[src/rtl/hack_pkg.sv]
// Shared definitions for the Hack ALU arbiter: control-bit positions, FSM encoding,
// common opcodes and the 16-bit gate helpers the ALU is built from.
package hack_pkg;

  localparam int WIDTH = 16;

  // Positions inside ctl = {zx,nx,zy,ny,f,no}
  localparam int CTL_ZX = 5;
  localparam int CTL_NX = 4;
  localparam int CTL_ZY = 3;
  localparam int CTL_NY = 2;
  localparam int CTL_F  = 1;
  localparam int CTL_NO = 0;

  typedef enum logic [1:0] {IDLE, EXEC, RESP} state_t;

  localparam logic [5:0] OP_AND  = 6'b000000;
  localparam logic [5:0] OP_ADD  = 6'b000010;
  localparam logic [5:0] OP_SUB  = 6'b010011;
  localparam logic [5:0] OP_NEG1 = 6'b111010;

  function automatic logic [WIDTH-1:0] and16_gate(input logic [WIDTH-1:0] a,
                                                  input logic [WIDTH-1:0] b);
    return a & b;
  endfunction

  function automatic logic [WIDTH-1:0] not16(input logic [WIDTH-1:0] a);
    return ~a;
  endfunction

  // Carry-out is intentionally dropped.
  function automatic logic [WIDTH-1:0] add16(input logic [WIDTH-1:0] a,
                                             input logic [WIDTH-1:0] b);
    return a + b;
  endfunction

endpackage

[src/rtl/hack_alu16.sv]
// Purely combinational 16-bit Hack ALU: optional zero/negate on each input,
// AND or ADD, optional output negate, plus zero and negative flags.
module hack_alu16
  import hack_pkg::*;
(
  input  logic [WIDTH-1:0] x,
  input  logic [WIDTH-1:0] y,
  input  logic [5:0]       ctl,
  output logic [WIDTH-1:0] out,
  output logic             zr,
  output logic             ng
);

  logic [WIDTH-1:0] x_z, x_n, y_z, y_n, conj, sum, o;

  assign x_z  = ctl[CTL_ZX] ? '0 : x;
  assign x_n  = ctl[CTL_NX] ? not16(x_z) : x_z;
  assign y_z  = ctl[CTL_ZY] ? '0 : y;
  assign y_n  = ctl[CTL_NY] ? not16(y_z) : y_z;
  assign conj = and16_gate(x_n, y_n);
  assign sum  = add16(x_n, y_n);
  assign o    = ctl[CTL_F] ? sum : conj;
  assign out  = ctl[CTL_NO] ? not16(o) : o;
  assign zr   = (out == '0);
  assign ng   = out[WIDTH-1];

endmodule

[src/rtl/hack_alu_arbiter.sv]
// Two-requester front end for one shared Hack ALU: grant, latch operands,
// evaluate for one cycle, then hold a registered result until it is consumed.
module hack_alu_arbiter
  import hack_pkg::*;
#(
  parameter int WIDTH      = 16,
  parameter bit FIXED_PRIO = 1'b0
) (
  input  logic             clk,
  input  logic             reset,
  input  logic             req0_valid,
  output logic             req0_ready,
  input  logic [WIDTH-1:0] req0_a,
  input  logic [WIDTH-1:0] req0_b,
  input  logic [5:0]       req0_ctl,
  input  logic             req1_valid,
  output logic             req1_ready,
  input  logic [WIDTH-1:0] req1_a,
  input  logic [WIDTH-1:0] req1_b,
  input  logic [5:0]       req1_ctl,
  output logic             resp_valid,
  input  logic             resp_ready,
  output logic             resp_id,
  output logic [WIDTH-1:0] resp_out,
  output logic             resp_zr,
  output logic             resp_ng,
  output logic             busy
);

  if (WIDTH != 16) begin : g_width_check
    $error("hack_alu_arbiter supports WIDTH=16 only");
  end

  state_t           state_reg;
  logic             last_grant_reg;
  logic [WIDTH-1:0] a_reg, b_reg;
  logic [5:0]       ctl_reg;
  logic             id_reg;
  logic             any_valid, grant_id;
  logic [WIDTH-1:0] alu_out;
  logic             alu_zr, alu_ng;

  assign any_valid = req0_valid | req1_valid;

  // On a tie, round-robin hands the grant to whoever did not win last time.
  always_comb begin
    grant_id = 1'b0;
    if (req0_valid && req1_valid)
      grant_id = FIXED_PRIO ? 1'b0 : ~last_grant_reg;
    else if (req1_valid)
      grant_id = 1'b1;
  end

  assign req0_ready = (state_reg == IDLE) && any_valid && !grant_id;
  assign req1_ready = (state_reg == IDLE) && any_valid && grant_id;
  assign busy       = (state_reg != IDLE);

  hack_alu16 u_alu (
    .x   (a_reg),
    .y   (b_reg),
    .ctl (ctl_reg),
    .out (alu_out),
    .zr  (alu_zr),
    .ng  (alu_ng)
  );

  always_ff @(posedge clk) begin
    if (reset) begin
      state_reg      <= IDLE;
      last_grant_reg <= 1'b1;
      a_reg          <= '0;
      b_reg          <= '0;
      ctl_reg        <= '0;
      id_reg         <= 1'b0;
      resp_valid     <= 1'b0;
      resp_id        <= 1'b0;
      resp_out       <= '0;
      resp_zr        <= 1'b0;
      resp_ng        <= 1'b0;
    end else begin
      case (state_reg)
        IDLE: if (any_valid) begin
          a_reg          <= grant_id ? req1_a : req0_a;
          b_reg          <= grant_id ? req1_b : req0_b;
          ctl_reg        <= grant_id ? req1_ctl : req0_ctl;
          id_reg         <= grant_id;
          last_grant_reg <= grant_id;
          state_reg      <= EXEC;
        end
        EXEC: begin
          resp_out   <= alu_out;
          resp_zr    <= alu_zr;
          resp_ng    <= alu_ng;
          resp_id    <= id_reg;
          resp_valid <= 1'b1;
          state_reg  <= RESP;
        end
        RESP: if (resp_ready) begin
          resp_valid <= 1'b0;
          state_reg  <= IDLE;
        end
        default: state_reg <= IDLE;
      endcase
    end
  end

endmodule

[config.mk]
export PLATFORM = sky130hd
export DESIGN_NAME = hack_alu_arbiter
export DESIGN_NICKNAME = d
export VERILOG_FILES = /design/src/rtl/hack_pkg.sv /design/src/rtl/hack_alu16.sv /design/src/rtl/hack_alu_arbiter.sv
export SDC_FILE = /design/constraint.sdc
export NUM_CORES = 1
export LEC_CHECK = 0
export CORE_MARGIN = 3
export CORE_UTILIZATION = 26
export DETAILED_ROUTE_END_ITERATION = 8
export GPL_ROUTABILITY_DRIVEN = 0
export HOLD_SLACK_MARGIN = 0.06
export SYNTH_ARGS = -nofsm -noshare
export SYNTH_HDL_FRONTEND = slang
export SYNTH_SLANG_ARGS = --single-unit
export TNS_END_PERCENT = 100
[constraint.sdc]
create_clock -name clk -period 4.1 [get_ports clk]
set_input_delay 0.82 -clock clk [delete_from_list [all_inputs] [get_ports clk]]
set_output_delay 0.82 -clock clk [all_outputs]
set_load 0.05 [all_outputs]
==> summary.txt <==
Clock network
  • Setup bufs post-CTS: 0
  • Clk Latency, worst-skew pair: 0.33 ns
  • Sink Count: 61
  • Root Buffer: clkbuf_16
  • Total CTS buffers: 9
  • # H-tree levels: 3
  • CTS clock-pin slew for the worst setup and hold paths: 0.05 ns
  • Max clock buf depth: 2
  • CTS Hold Bufs: 0
  • CTS tree: yes
  • Post-CTS Resized: 0

GRT
  • Number of global-route vias before repair: 3938
  • GRT Overall Usage: 0.130
  • Global-route wire length before repair: 18.9 mm
  • Pin count of the biggest net entering global routing: 63
  • Initial antenna violation count: 0
  • Remaining global-route overflow: 0

Worst setup path
  • Critical Path RT: 4.35 ns
  • Worst-path maximum fanout: 17
  • CP endpoint kind: register
  • Crit path DAT: 3.51 ns
  • R2R cell count: 12
  • R2R Path End: resp_zr$_SDFFE_PP0P_
  • Reg-to-reg startpoint: ctl_reg[5]$_SDFFE_PP0P_
  • R2R setup slack: 0.84 ns
  • CP Class: reg -> reg
  • Crit start category: register

Route
  • DRT iter0 DRCs: 348
  • Metal-1 WL: 5.40 mm
  • Wire per inst: 13.9 µm
  • Wirelength, routed: 11.0 mm
  • Via/cell ratio: 4.91
  • Vias post-DR: 3898
  • WL met2: 4.91 mm
  • Final antenna-violating net count: 0
  • Met3 WL: 528 µm
  • Drt drc: 0
  • Router iterations before antenna repair: 6
  • Highest Signal Layer: met4

Floorplan
  • Initial Util: 0.268
  • Chip height: 132 µm
  • # rows: 45
  • # IOs: 104
  • Die ar.: 17300 µm²
  • Core area: 15300 µm²
  • Die extent in x: 132 µm

Synth
  • Count leader, synth: dfxtp_1
  • Main area contributors after synthesis: dfxtp_1, a222oi_1, xnor2_1
  • Mapped cell area: 4110 µm²
  • Syn. warnings: 0
  • Primary FF master, synth: dfxtp_1
  • Biggest area consumer among synthesized cells: dfxtp_1
  • Syn Inst Count: 498
  • EDFF count, synth: 0
  • Asr flop ratio synth: 0
  • Sequential fraction of the synthesis area: 0.297
  • FF+latch count, synth: 61
  • Syn_area_per_cell: 8.24 µm²
  • Yosys cell types: 65
  • Syn_nets: 596
  • Synth top area share: 0.297
  • Commonest cells in the netlist: dfxtp_1, nor2_1, nand2_1

Timing
  • Slew Limit Fails: 0
  • Fmax: 307 MHz
  • Setup TNS: 0 ns
  • Worst-margin pin slew: 1.14 ns
  • Final setup violation count: 0
  • Rel. slew slack: 0.242
  • Min Tclk post-route: 3.26 ns
  • Final Cycle Share: 0.795
  • RSZ-0062 raised after global routing: no
  • Max Clock Skew: 0.00471 ns
  • Final Hold Vio Count: 0

Cells and area
  • Fraction of layout cells with a size suffix above 1: 0.0789
  • Fillcell total: 1614
  • Area growth syn-to-layout: 35.5%
  • Fin cells: 794
  • N_diodes: 0
  • Final #Nets: 676

Placed design
  • Dpl hpwl: 8.20 mm
  • # port buffers: 103
  • Dpl cells: 778

Min path
  • Hold crit path type: reg -> reg
  • Worst Hold End: resp_id$_SDFFE_PP0P_
  • Hold Path Depth: 2
  • Hold Startpoint: id_reg$_SDFFE_PP0P_

Pwr
  • Worst VDD drop: 0.000188 V
  • Power per cell area: 422 nW/µm²
  • P_leak: 0.00197 µW

Flow run
  • MaxCap Viol Count: 0

Outcome
  • Outcome: complete, no violations
[final cells by class]
class / instances / area, µm² / share of cell area
Sequential cell: 61 / 1220 / 0.220
Timing Repair Buffer: 110 / 1090 / 0.196
Clock inverter: 4 / 47.5 / 0.00855
Inverter: 13 / 48.8 / 0.00877
Tap cell: 211 / 264 / 0.0475
Clock buffer: 12 / 246 / 0.0443
Multi-Input combinational cell: 383 / 2650 / 0.476
[metal layers]
metal | vias up | GRT usage
met3 | 14 | 0.0287
met2 | 107 | 0.196
met4 | 0 | 0.0513
li1 | 1999 | -
met5 | - | 0
met1 | 1778 | 0.180
[critical path, cell delays in order, from the launching register on]
cell      delay, ns
dfxtp_1        0.58
nand2b_1       0.20
xnor2_1        0.08
ha_1           0.26
fa_1           0.45
a211oi_2       0.26
o21ai_1        0.13
nand4b_1       0.10
o211ai_1       0.15
or4_1          0.52
mux2i_1        0.14
nand4_1        0.11
o31ai_1        0.19
[metrics by stage]
step	area (µm²)	util	hold WS (ns)	setup WS, ns	total power [µW]
global route	5560	0.363	0.474	0.505	2520
CTS	5560	0.363	0.454	0.793	2380
floorplan	4110	-	0.432	0.767	1380
global placement	5270	0.344	0.442	0.922	1600
finish	5560	0.363	0.452	0.839	2350
detailed placement	5270	0.344	0.446	0.804	1620
[power by group]
part	switching [µW]	total, µW	internal [µW]	leakage [µW]
clock	255	739	484	0.000143
combinational	513	912	399	0.00133
sequential	48.0	698	650	0.000501
[cell usage in the layout, fill, tap and decap left out, types with 3 or more instances in the layout]
| cell | n |
|---|---|
| dfxtp_1 | 61 |
| and2_1 | 3 |
| clkdlybuf4s50_1 | 101 |
| nor2_1 | 59 |
| a211oi_1 | 9 |
| a211oi_2 | 3 |
| buf_4 | 7 |
| a21oi_2 | 3 |
| a222oi_1 | 38 |
| a21oi_1 | 22 |
| nand2b_1 | 33 |
| xor2_1 | 6 |
| nor2b_1 | 3 |
| nor3_1 | 5 |
| a21o_1 | 3 |
| nand3b_1 | 5 |
| nand4_1 | 7 |
| o21ai_0 | 14 |
| inv_1 | 13 |
| clkbuf_16 | 9 |
| mux2i_1 | 3 |
| a31oi_1 | 6 |
| xnor2_1 | 41 |
| ha_1 | 16 |
| and3_1 | 4 |
| nand3_1 | 7 |
| nand2_1 | 44 |
[worst max path at each step]
stage                                       start                    to
after floorplan           ctl_reg[4]$_SDFFE_PP0P_  resp_zr$_SDFFE_PP0P_
after global placement    ctl_reg[5]$_SDFFE_PP0P_  resp_zr$_SDFFE_PP0P_
after detailed placement  ctl_reg[5]$_SDFFE_PP0P_  resp_zr$_SDFFE_PP0P_
after CTS                 ctl_reg[5]$_SDFFE_PP0P_  resp_zr$_SDFFE_PP0P_
after global routing      ctl_reg[5]$_SDFFE_PP0P_  resp_zr$_SDFFE_PP0P_
final                     ctl_reg[5]$_SDFFE_PP0P_  resp_zr$_SDFFE_PP0P_
[cells by family after synthesis]
kind of cell,Yosys count,synth area share
mux,5,0.0128
xor+xnor,47,0.100
buf+inv,54,0.0597
simple gates,186,0.225
fa+ha+maj,17,0.0536
compound gates,128,0.251
flops,61,0.297
Note: power is estimated with default switching activity, not from simulation.
